==> src/rtl/shared_adder_arbiter_pkg.sv <==
// Shared definitions for the shared adder arbiter: op codes, FSM states, default width.
// Latency: none (types and constants only).
// Backpressure: not applicable.
package shared_adder_arbiter_pkg;

  localparam int WIDTH_DEF = 32;

  typedef enum logic [1:0] {
    OP_ADD = 2'b00,
    OP_INC = 2'b01,
    OP_SUB = 2'b10,
    OP_RSV = 2'b11
  } op_e;

  typedef enum logic [1:0] {
    IDLE  = 2'b00,
    ISSUE = 2'b01,
    EXEC  = 2'b10,
    RESP  = 2'b11
  } state_e;

endpackage

==> src/rtl/shared_adder_arbiter_if.sv <==
// Bundles both request ports, the operand-select mux hookup and the response channel.
// Latency: none (wiring only).
// Backpressure: requests by valid/ready pulse, response by valid held until ready.
interface shared_adder_arbiter_if
  import shared_adder_arbiter_pkg::*;
#(
  parameter int WIDTH = WIDTH_DEF
);

  logic             req0_valid;
  logic             req0_ready;
  logic [1:0]       req0_op;
  logic [WIDTH-1:0] req0_x;
  logic [WIDTH-1:0] req0_y;

  logic             req1_valid;
  logic             req1_ready;
  logic [1:0]       req1_op;
  logic [WIDTH-1:0] req1_x;
  logic [WIDTH-1:0] req1_y;

  logic [WIDTH-1:0] mux_a;
  logic [1:0]       mux_sel;
  logic [WIDTH-1:0] mux_out;

  logic             rsp_valid;
  logic             rsp_ready;
  logic             rsp_id;
  logic [WIDTH-1:0] rsp_result;
  logic             rsp_zero;
  logic             rsp_carry;
  logic             rsp_ovf;
  logic             rsp_err;

  // Arbiter side
  modport slave (
    input  req0_valid, req0_op, req0_x, req0_y,
    output req0_ready,
    input  req1_valid, req1_op, req1_x, req1_y,
    output req1_ready,
    output mux_a, mux_sel,
    input  mux_out,
    output rsp_valid, rsp_id, rsp_result, rsp_zero, rsp_carry, rsp_ovf, rsp_err,
    input  rsp_ready
  );

  // Requester / mux / consumer side
  modport master (
    output req0_valid, req0_op, req0_x, req0_y,
    input  req0_ready,
    output req1_valid, req1_op, req1_x, req1_y,
    input  req1_ready,
    input  mux_a, mux_sel,
    output mux_out,
    input  rsp_valid, rsp_id, rsp_result, rsp_zero, rsp_carry, rsp_ovf, rsp_err,
    output rsp_ready
  );

endinterface

==> src/rtl/shared_adder_arbiter_rr_arbiter2.sv <==
// Two-way arbiter: round-robin on last_grant, or port 0 always wins when fixed_prio_i is set.
// Latency: grant is combinational from req_i; last_grant updates on the take edge.
// Backpressure: grant only advances history when take_i is high.
module shared_adder_arbiter_rr_arbiter2 (
  input  logic       clk,
  input  logic       rst_n,
  input  logic [1:0] req_i,
  input  logic       fixed_prio_i,
  input  logic       take_i,
  output logic [1:0] gnt_o
);

  logic last_grant_q;
  logic last_grant_d;

  // One-hot grant: on a tie, round-robin favours the port that did not win last time
  always_comb begin
    gnt_o = 2'b00;
    if (fixed_prio_i) begin
      if (req_i[0])      gnt_o = 2'b01;
      else if (req_i[1]) gnt_o = 2'b10;
    end else if (req_i == 2'b11) begin
      gnt_o = last_grant_q ? 2'b01 : 2'b10;
    end else begin
      gnt_o = req_i;
    end
  end

  // Remember which port won whenever a grant is actually taken
  always_comb begin
    last_grant_d = last_grant_q;
    if (take_i && (gnt_o != 2'b00)) last_grant_d = gnt_o[1];
  end

  // Reset to port 1 so that port 0 wins the first tie
  always_ff @(posedge clk or negedge rst_n) begin
    if (!rst_n) last_grant_q <= 1'b1;
    else        last_grant_q <= last_grant_d;
  end

endmodule

==> src/rtl/shared_adder_arbiter.sv <==
// Shares one A/1/-A operand mux and adder between the ALU issue path (port 0) and PC/branch unit (port 1).
// Latency: 3 cycles from grant to rsp_valid; one op in flight, new grant at most every 4 cycles.
// Backpressure: reqN_ready only pulses in IDLE; response held until rsp_ready, which stalls further grants.
module shared_adder_arbiter
  import shared_adder_arbiter_pkg::*;
#(
  parameter int WIDTH      = WIDTH_DEF,
  parameter bit FIXED_PRIO = 1'b0
) (
  input logic                   clk,
  input logic                   rst_n,
  shared_adder_arbiter_if.slave bus
);

  localparam int MSB = WIDTH - 1;

  state_e           state_q;
  logic             id_q;
  logic [WIDTH-1:0] x_q;
  logic [WIDTH-1:0] mux_a_q;
  logic [1:0]       mux_sel_q;

  logic             rsp_valid_q;
  logic             rsp_id_q;
  logic [WIDTH-1:0] rsp_result_q;
  logic             rsp_zero_q;
  logic             rsp_carry_q;
  logic             rsp_ovf_q;
  logic             rsp_err_q;

  logic [1:0]       gnt;
  logic             idle;
  logic [WIDTH:0]   sum;
  logic             ovf;

  assign idle = (state_q == IDLE);

  shared_adder_arbiter_rr_arbiter2 u_rr_arbiter2 (
    .clk         (clk),
    .rst_n       (rst_n),
    .req_i       ({bus.req1_valid, bus.req0_valid}),
    .fixed_prio_i(FIXED_PRIO),
    .take_i      (idle),
    .gnt_o       (gnt)
  );

  // Adder on the sampled mux output; carry is the extra top bit, overflow from sign agreement
  always_comb begin
    sum = {1'b0, x_q} + {1'b0, bus.mux_out};
    ovf = (x_q[MSB] == bus.mux_out[MSB]) && (sum[MSB] != x_q[MSB]);
  end

  // Control FSM with issue register (x, id, mux drive) and response register
  always_ff @(posedge clk or negedge rst_n) begin
    if (!rst_n) begin
      state_q      <= IDLE;
      id_q         <= 1'b0;
      x_q          <= '0;
      mux_a_q      <= '0;
      mux_sel_q    <= 2'b00;
      rsp_valid_q  <= 1'b0;
      rsp_id_q     <= 1'b0;
      rsp_result_q <= '0;
      rsp_zero_q   <= 1'b0;
      rsp_carry_q  <= 1'b0;
      rsp_ovf_q    <= 1'b0;
      rsp_err_q    <= 1'b0;
    end else begin
      case (state_q)
        IDLE: begin
          if (bus.req0_valid || bus.req1_valid) begin
            // Mux drive is registered here so it is stable through ISSUE and EXEC
            id_q      <= gnt[1];
            x_q       <= gnt[1] ? bus.req1_x  : bus.req0_x;
            mux_a_q   <= gnt[1] ? bus.req1_y  : bus.req0_y;
            mux_sel_q <= gnt[1] ? bus.req1_op : bus.req0_op;
            state_q   <= ISSUE;
          end
        end
        ISSUE: begin
          state_q <= EXEC;
        end
        EXEC: begin
          // Reserved op drives select 11; the mux yields 0 so the result is just x
          rsp_valid_q  <= 1'b1;
          rsp_id_q     <= id_q;
          rsp_result_q <= sum[MSB:0];
          rsp_zero_q   <= (sum[MSB:0] == '0);
          rsp_carry_q  <= sum[WIDTH];
          rsp_ovf_q    <= ovf;
          rsp_err_q    <= (mux_sel_q == OP_RSV);
          state_q      <= RESP;
        end
        RESP: begin
          if (bus.rsp_ready) begin
            rsp_valid_q <= 1'b0;
            state_q     <= IDLE;
          end
        end
        default: state_q <= IDLE;
      endcase
    end
  end

  // Ready is masked by reset so no acceptance is signalled while the block is held
  assign bus.req0_ready = rst_n & idle & gnt[0];
  assign bus.req1_ready = rst_n & idle & gnt[1];

  assign bus.mux_a      = mux_a_q;
  assign bus.mux_sel    = mux_sel_q;

  assign bus.rsp_valid  = rsp_valid_q;
  assign bus.rsp_id     = rsp_id_q;
  assign bus.rsp_result = rsp_result_q;
  assign bus.rsp_zero   = rsp_zero_q;
  assign bus.rsp_carry  = rsp_carry_q;
  assign bus.rsp_ovf    = rsp_ovf_q;
  assign bus.rsp_err    = rsp_err_q;

endmodule

==> src/flat_wrapper.sv <==
// flat-port wrapper written by rule: the top's interface ports become plain ports
module shared_adder_arbiter_flat import shared_adder_arbiter_pkg::*;
#(
  parameter int WIDTH      = WIDTH_DEF,
  parameter bit FIXED_PRIO = 1'b0
)
  (clk, rst_n, bus_req0_valid, bus_req0_op, bus_req0_x, bus_req0_y, bus_req0_ready, bus_req1_valid, bus_req1_op, bus_req1_x, bus_req1_y, bus_req1_ready, bus_mux_a, bus_mux_sel, bus_mux_out, bus_rsp_valid, bus_rsp_id, bus_rsp_result, bus_rsp_zero, bus_rsp_carry, bus_rsp_ovf, bus_rsp_err, bus_rsp_ready);
  shared_adder_arbiter_if #(.WIDTH(WIDTH)) bus_i ();
  input logic clk;
  input logic rst_n;
  input wire logic [$bits(bus_i.req0_valid)-1:0] bus_req0_valid;
  input wire logic [$bits(bus_i.req0_op)-1:0] bus_req0_op;
  input wire logic [$bits(bus_i.req0_x)-1:0] bus_req0_x;
  input wire logic [$bits(bus_i.req0_y)-1:0] bus_req0_y;
  output wire logic [$bits(bus_i.req0_ready)-1:0] bus_req0_ready;
  input wire logic [$bits(bus_i.req1_valid)-1:0] bus_req1_valid;
  input wire logic [$bits(bus_i.req1_op)-1:0] bus_req1_op;
  input wire logic [$bits(bus_i.req1_x)-1:0] bus_req1_x;
  input wire logic [$bits(bus_i.req1_y)-1:0] bus_req1_y;
  output wire logic [$bits(bus_i.req1_ready)-1:0] bus_req1_ready;
  output wire logic [$bits(bus_i.mux_a)-1:0] bus_mux_a;
  output wire logic [$bits(bus_i.mux_sel)-1:0] bus_mux_sel;
  input wire logic [$bits(bus_i.mux_out)-1:0] bus_mux_out;
  output wire logic [$bits(bus_i.rsp_valid)-1:0] bus_rsp_valid;
  output wire logic [$bits(bus_i.rsp_id)-1:0] bus_rsp_id;
  output wire logic [$bits(bus_i.rsp_result)-1:0] bus_rsp_result;
  output wire logic [$bits(bus_i.rsp_zero)-1:0] bus_rsp_zero;
  output wire logic [$bits(bus_i.rsp_carry)-1:0] bus_rsp_carry;
  output wire logic [$bits(bus_i.rsp_ovf)-1:0] bus_rsp_ovf;
  output wire logic [$bits(bus_i.rsp_err)-1:0] bus_rsp_err;
  input wire logic [$bits(bus_i.rsp_ready)-1:0] bus_rsp_ready;
  assign bus_i.req0_valid = bus_req0_valid;
  assign bus_i.req0_op = bus_req0_op;
  assign bus_i.req0_x = bus_req0_x;
  assign bus_i.req0_y = bus_req0_y;
  assign bus_req0_ready = bus_i.req0_ready;
  assign bus_i.req1_valid = bus_req1_valid;
  assign bus_i.req1_op = bus_req1_op;
  assign bus_i.req1_x = bus_req1_x;
  assign bus_i.req1_y = bus_req1_y;
  assign bus_req1_ready = bus_i.req1_ready;
  assign bus_mux_a = bus_i.mux_a;
  assign bus_mux_sel = bus_i.mux_sel;
  assign bus_i.mux_out = bus_mux_out;
  assign bus_rsp_valid = bus_i.rsp_valid;
  assign bus_rsp_id = bus_i.rsp_id;
  assign bus_rsp_result = bus_i.rsp_result;
  assign bus_rsp_zero = bus_i.rsp_zero;
  assign bus_rsp_carry = bus_i.rsp_carry;
  assign bus_rsp_ovf = bus_i.rsp_ovf;
  assign bus_rsp_err = bus_i.rsp_err;
  assign bus_i.rsp_ready = bus_rsp_ready;
  shared_adder_arbiter #(.WIDTH(WIDTH), .FIXED_PRIO(FIXED_PRIO)) u_core (.clk(clk), .rst_n(rst_n), .bus(bus_i));
endmodule
==> config.mk <==
export PLATFORM = sky130hd
export DESIGN_NAME = shared_adder_arbiter_flat
export DESIGN_NICKNAME = d
export VERILOG_FILES = /design/src/rtl/shared_adder_arbiter_pkg.sv /design/src/rtl/shared_adder_arbiter_if.sv /design/src/rtl/shared_adder_arbiter_rr_arbiter2.sv /design/src/rtl/shared_adder_arbiter.sv /design/src/flat_wrapper.sv
export SDC_FILE = /design/constraint.sdc
export NUM_CORES = 1
export LEC_CHECK = 0
export ABC_AREA = 1
export BUFFER_PORTS_ARGS = -buffer_cell sky130_fd_sc_hd__clkbuf_2
export CORE_MARGIN = 2
export CORE_UTILIZATION = 57
export CTS_BUF_LIST = sky130_fd_sc_hd__clkbuf_8
export DETAILED_ROUTE_END_ITERATION = 7
export PLACE_DENSITY_LB_ADDON = 0.3
export SLEW_MARGIN = 20
export SYNTH_ARGS = -nofsm -noshare
export SYNTH_HDL_FRONTEND = slang
export SYNTH_HIERARCHICAL = 1
export SYNTH_SLANG_ARGS = --single-unit
==> constraint.sdc <==
create_clock -name clk -period 6.8 [get_ports clk]
set_clock_uncertainty 0.2 [all_clocks]
set_input_delay 1.02 -clock clk [delete_from_list [all_inputs] [get_ports clk]]
set_output_delay 1.02 -clock clk [all_outputs]
set_load 0.01 [all_outputs]
==> results of run 1 <==
==> final timing paths <==
path                                                        start                         to  slack [ns]
worst max register to register  u_core/u_rr_arbiter2/last_grant_q             u_core/x_q[14]        3.82
worst max-delay path                               bus_req1_valid             bus_req1_ready        2.22
worst min register to register           u_core/bus.rsp_result[0]   u_core/bus.rsp_result[0]        0.29
worst min-delay path                     u_core/bus.rsp_result[0]   u_core/bus.rsp_result[0]        0.29
max in group asynchronous                                   rst_n  u_core/bus.rsp_result[10]        4.73
min in group asynchronous                                   rst_n  u_core/bus.rsp_result[18]        0.41
==> registers in the layout, summed over array words and instances (netlist names), 2 cells and up <==
name,cells
u_core/bus.mux_a,32
u_core/bus.mux_sel,2
u_core/bus.rsp_result,32
u_core/state_q,2
u_core/x_q,32
==> metrics by stage <==
stage	hold WS, ns	setup WS (ns)
after floorplan	0.249	3.61
after global placement	0.257	2.61
after detailed placement	0.268	2.60
after CTS	0.292	2.60
after global routing	0.304	1.95
final	0.289	2.22
==> metal layers <==
metal	vias up	global-route usage (%)	share of wire (%)
met5	-	0	0
met4	0	13.7	3.5
met2	309	52.6	47
met3	43	7.58	8.1
met1	3404	40.6	41
li1	3872	-	-
==> cells in the mapped netlist <==
master	count	share of area, %
o211ai_1	1	0.10
o21bai_1	1	0.10
nand3_2	3	0.42
a31oi_1	83	7.2
o21a_1	1	0.10
nor3_1	3	0.21
nor2_2	6	0.52
xor2_1	2	0.24
fa_1	1	0.28
clkbuf_1	35	1.8
nor2_4	1	0.16
or2_2	1	0.087
conb_1	1	0.052
dfrtp_1	107	37
and2_4	2	0.24
nand3_1	39	2.7
buf_2	2	0.14
a21o_1	1	0.10
dfstp_2	1	0.36
nand2_2	11	0.96
o21ai_0	19	1.3
nand4_1	10	0.87
nor2_1	136	7.1
xnor2_1	5	0.61
inv_1	127	6.6
a21oi_1	22	1.5
nand2_1	411	21
nor3_2	1	0.14
nand3b_1	7	0.73
inv_2	4	0.21
o2bb2ai_1	1	0.12
ha_1	35	6.1
clkinv_1	2	0.10
or2_0	2	0.17
==> cell families after synthesis <==
family,synth area share [%]
simple gates,35.7
buf+inv,8.89
compound gates,10.6
flops,37.5
fa+ha+maj,6.36
xor+xnor,0.851
other cells,0.0521
==> power by group through the flow <==
| stage | registers, mW | logic (mW) | clock network [mW] |
|---|---|---|---|
| global placement | 1.17 | 2.31 | 0 |
| CTS | 1.17 | 2.37 | 0.378 |
| detailed placement | 1.18 | 2.36 | 0 |
| floorplan | 1.23 | 1.58 | 0 |
| global route | 1.21 | 2.71 | 0.405 |
| finish | 1.17 | 2.40 | 0.369 |
==> final cells by class <==
| class | count | area (um^2) | share of cell area [%] |
|---|---|---|---|
| multi-input cells | 806 | 3860 | 44.4 |
| flip-flops and latches | 108 | 2700 | 31.1 |
| repair buffers | 246 | 1240 | 14.3 |
| well taps | 172 | 215 | 2.47 |
| clock buffers | 10 | 138 | 1.58 |
| inverters | 133 | 502 | 5.76 |
| clock inverters | 6 | 40.0 | 0.460 |
==> critical path: cells and delay by family <==
kind | cells | cell delay, ns
buf+inv | 5 | 1.80
simple gates | 4 | 0.51
==> qor.yml, run 1 <==
floorplan:
  fp.dieArea_um2: 13600
  core.rowCount: 41
  ios: 243
  initial_core_util_pct: 57.8
  die_w_um: 116
  core_area_um2: 12500
  die_height_um: 116
worst_setup_path:
  path_class: "primary input to output port"
  required_ns: 5.58
  crit_chain: "clkbuf_2, nand3_2, nand2_2, inv_2, nor2_4, buf_4, clkinv_2, nor2_1, clkbuf_2"
  start_kind: "primary input"
  r2r_cells: 9
  critPathMaxStageDelay_ns: 0.92
  worst-path-max-fanout: 68
  crit_path_frequent_cell: "clkbuf_2"
  end_kind: "output port"
  critPathSlowestCell: "clkinv_2"
  crit_arrival_ns: 3.36
final_layout:
  antenna_cells: 0
  final.fill_count: 1153
  drive_gt1_share_pct: 22.2
  stdcell_count: 1481
  nNetsFinal: 1509
  design_area_um2: 8710
  final_cell_mix: "nand2_1, clkbuf_2, nor2_1, inv_1, dfrtp_1"
  final_common_cell: "nand2_1"
  syn_to_final_growth_pct: 20.9
  final_util_pct: 69.8
clocking:
  cts_tree: "yes"
  clockBufferDepth: 2
  cts_buffers: 9
  clk_pin_slew_ns: 0.10
  cts_hold_buf: 0
  htreeDepth: 3
  post_cts_buffers: 0
  worstSkewPairLatency_ns: 0.39
  root_buffer: "clkbuf_8"
  postCtsResizedCells: 0
  clock_sinks: 108
sta:
  max_freq_mhz: 218
  finalMaxSlewViolations: 0
  tightest_slew_ns: 1.03
  finalCriticalPeriod_ns: 4.58
  final_hold_viol_count: 0
  setup_tns_ns: 0
  rsz0062_at_grt: "no"
  setup_violations: 0
  relSlewSlack_pct: 31.3
  fin_crit_sh_pct: 67.4
synthesis:
  ys_ff_latch: 108
  ys_warn_count: 6
  synth_nets: 1289
  synth.avg_cell_area_um2: 6.64
  syn_area_um2: 7200
  synthCells: 1084
  synth_cell_types: 34
  ys_seq_area_share_pct: 37.5
placement:
  hpwl_um: 16700
  placedInstanceArea_um2: 8530
  portBuffers: 242
  gp_congestion: 0.956
  numPlacedInstances: 1465
hold_path:
  hold_depth: 1
  worstHoldPathType: "register to register"
power_and_ir_drop:
  power.leakage_nw: 4.89
  p_int_mw: 1.97
  vdd_drop_max_mv: 0.239
  p_total_mw: 3.94
  clockPowerShare_pct: 9.4
  seqPwrFrac_pct: 29.7
  powerDensity_nw_per_um2: 452
  power_switching_mw: 1.96
  p_sw_share_pct: 49.9
  comb_power_share_pct: 60.9
drt:
  firstDrtPassIters: 5
  dr.first_iter.drc_count: 476
  via_per_inst: 5.15
  antenna_left: 0
  num_vias: 7628
  drc: 0
  routed_wl_um: 21000
  avgRoutedWirePerCell_um: 14.2
global_route:
  antenna_found_initial: 0
  grt_first_pass_wirelength_um: 33500
  grt_pass1_vias: 7031
  grt_max_degree: 113
  track_usage_pct: 32.0
  grt_overflow: 0
run_status:
  status: "completed"
flow_run:
  max-cap-violations: 0
Power figures use the tool's default switching activity.
==> run 2, diff against run 1 <==
--- a/config.mk
+++ b/config.mk
@@ -8,7 +8,7 @@
 export ABC_AREA = 1
 export BUFFER_PORTS_ARGS = -buffer_cell sky130_fd_sc_hd__clkbuf_2
 export CORE_MARGIN = 2
-export CORE_UTILIZATION = 57
+export CORE_UTILIZATION = 48
 export CTS_BUF_LIST = sky130_fd_sc_hd__clkbuf_8
 export DETAILED_ROUTE_END_ITERATION = 7
 export PLACE_DENSITY_LB_ADDON = 0.3
==> constraint.sdc (replaced) <==
create_clock -name clk -period 4.08 [get_ports clk]
set_clock_uncertainty 0.2 [all_clocks]
set_input_delay 0.612 -clock clk [delete_from_list [all_inputs] [get_ports clk]]
set_output_delay 0.612 -clock clk [all_outputs]
set_load 0.01 [all_outputs]
==> run 2 against run 1 <==
Combinational power grew 68%. Global-route usage shrank 3.6 points. Register-to-register slack got worse by 2.5 ns. Critical endpoint is now bus_req0_ready.
==> qor.yml, run 2 (synthesis results as in run 1) <==
power_and_ir_drop:
  p_sw_share_pct: 49.4  # -0.52 points
  power.leakage_nw: 4.93  # +0.81%
  clockPowerShare_pct: 11.5  # +2.1 points
  comb_power_share_pct: 59.6  # -1.3 points
  power_switching_mw: 3.35  # +70%
  seqPwrFrac_pct: 29.0  # -0.7 points
  p_int_mw: 3.43  # +74%
  vdd_drop_max_mv: 0.352  # +47%
  powerDensity_nw_per_um2: 769  # +70%
sta:
  finalMaxSlewViolations: 0  # unchanged
  relSlewSlack_pct: 34.4  # +3.1 points
  tightest_slew_ns: 0.984  # -0.0467 ns
  fin_crit_sh_pct: 68.8
  setup_tns_ns: 0  # unchanged
  setup_violations: 0  # unchanged
  finalCriticalPeriod_ns: 2.81
  max_freq_mhz: 356
  final_hold_viol_count: 0  # unchanged
  rsz0062_at_grt: "no"
  layout_setup_ws_ns: 1.27  # -0.943 ns
clocking:
  cts_buffers: 9  # unchanged
  worstSkewPairLatency_ns: 0.40  # about the same
  cts_tree: "yes"
  clockBufferDepth: 2  # unchanged
  htreeDepth: 3  # unchanged
  clk_pin_slew_ns: 0.11  # about the same
  root_buffer: "clkbuf_8"
  clock_sinks: 108  # unchanged
drt:
  drc: 0  # unchanged
  antenna_left: 0  # unchanged
  firstDrtPassIters: 5  # unchanged
  routed_wl_um: 22000  # +4.4%
  num_vias: 7584  # -0.58%
  avgRoutedWirePerCell_um: 14.7  # +3.3%
  dr.first_iter.drc_count: 455  # -4.4%
  via_per_inst: 5.07  # -1.6%
final_layout:
  nNetsFinal: 1511  # +0.13%
  final.fill_count: 1453  # +26%
  drive_gt1_share_pct: 22.4  # +0.19 points
  final_cell_mix: "nand2_1, clkbuf_2, nor2_1, inv_1, dfrtp_1"
  syn_to_final_growth_pct: 22.2
  final-seq-area_um2: 2700  # unchanged
  multi_input_area_um2: 3860  # unchanged
  final_common_cell: "nand2_1"
placement:
  portBuffers: 242  # unchanged
  pre_cts_ws_ns: 1.17  # -1.43 ns
  gp_congestion: 0.966  # +1.0%
  hpwl_um: 17800  # +7.1%
global_route:
  grt_overflow: 0  # unchanged
  grt_pass1_vias: 7369  # +4.8%
  track_usage_pct: 28.4  # -3.6 points
  grt_max_degree: 111  # -1.8%
  grt_first_pass_wirelength_um: 35900  # +7.4%
  antenna_found_initial: 1  # +1
worst_setup_path:
  start_kind: "primary input"
  end_kind: "output port"
  path_class: "primary input to output port"
  required_ns: 3.27  # -2.31 ns
  worst-path-max-fanout: 35  # -49%
  crit_arrival_ns: 1.99  # -1.37 ns
floorplan:
  fp.dieArea_um2: 16000  # +18%
  initial_core_util_pct: 49.4  # -8.4 points
  core_area_um2: 14600  # +17%
  die_w_um: 127  # +8.7%
  core.rowCount: 44  # +7.3%
  die_height_um: 127  # +8.7%
  ios: 243  # unchanged
hold_path:
  worstHoldPathType: "primary input to register"
flow_run:
  max-cap-violations: 0  # unchanged
run_status:
  status: "completed"
[run 2: per-layer routing]
layer	wire (um)	vias up	global-route usage [%]	share of wire, %
met5	0	-	0	0
met4	697	0	10.0	3.2
met3	1530	37	5.99	7.0
met2	10400	259	47.5	47
met1	9360	3408	36.4	43
li1	-	3880	-	-
[run 2: cell type report]
class,instances,share of cell area (%)
clock inverter,6,1.17
antenna,1,0.0284
tap,184,2.62
inverter,133,5.69
timing repair buffer,248,14.3
multi-input combinational,806,43.9
clock buffer,10,1.56
sequential,108,30.7
[run 2: power by group through the flow]
stage          Clock (mW)  Combinational (mW)  Sequential (mW)
6_report            0.776                4.03             1.96
4_1_cts             0.805                4.02             1.97
3_5_place_dp            0                4.01             1.98
3_3_place_gp            0                3.95             1.97
2_1_floorplan           0                2.63             2.05
5_1_grt             0.846                4.59             2.03
[run 2: per-stage QoR]
stage          hold slack, ns  power [mW]  std cells  utilization [%]  instance area (um^2)
6_report                0.237        6.77       1496             60.3                  8800
2_1_floorplan           0.116        4.69       1084                -                  7200
3_3_place_gp            0.260        5.91       1478             58.6                  8550
3_5_place_dp            0.270        5.99       1478             58.6                  8550
4_1_cts                 0.211        6.79       1495             60.3                  8800
5_1_grt                 0.216        7.46       1496             60.3                  8800
[run 2: critical path, stage by stage]
cell and delay [ns]:
dlygate4sd3_1 0.52, buf_4 0.40, nand2_1 0.15, nor2_1 0.13, clkbuf_2 0.15
[run 2: path summary, 6_finish.rpt]
| kind | depth (start not counted) | to | start | slack (ns) |
|---|---|---|---|---|
| setup / recovery | 5 | bus_req0_ready | rst_n | 1.27 |
| setup reg to reg | 7 | u_core/x_q[24] | u_core/state_q[0] | 1.34 |
| max in group asynchronous | 3 | u_core/x_q[18] | rst_n | 1.86 |
| hold / removal | 3 | u_core/bus.mux_a[22] | bus_req0_y[22] | 0.24 |
| min in group asynchronous | 2 | u_core/bus.rsp_result[25] | rst_n | 0.50 |
| hold reg to reg | 2 | u_core/bus.rsp_result[1] | u_core/bus.rsp_result[1] | 0.29 |
[run 2: repair_timing]
item | CTS | global route
endpoints found under the hold margin | 33 | 0
hold buffers | 1 | 0
gates resized for setup | 0 | 0
setup buffers | 0 | 0
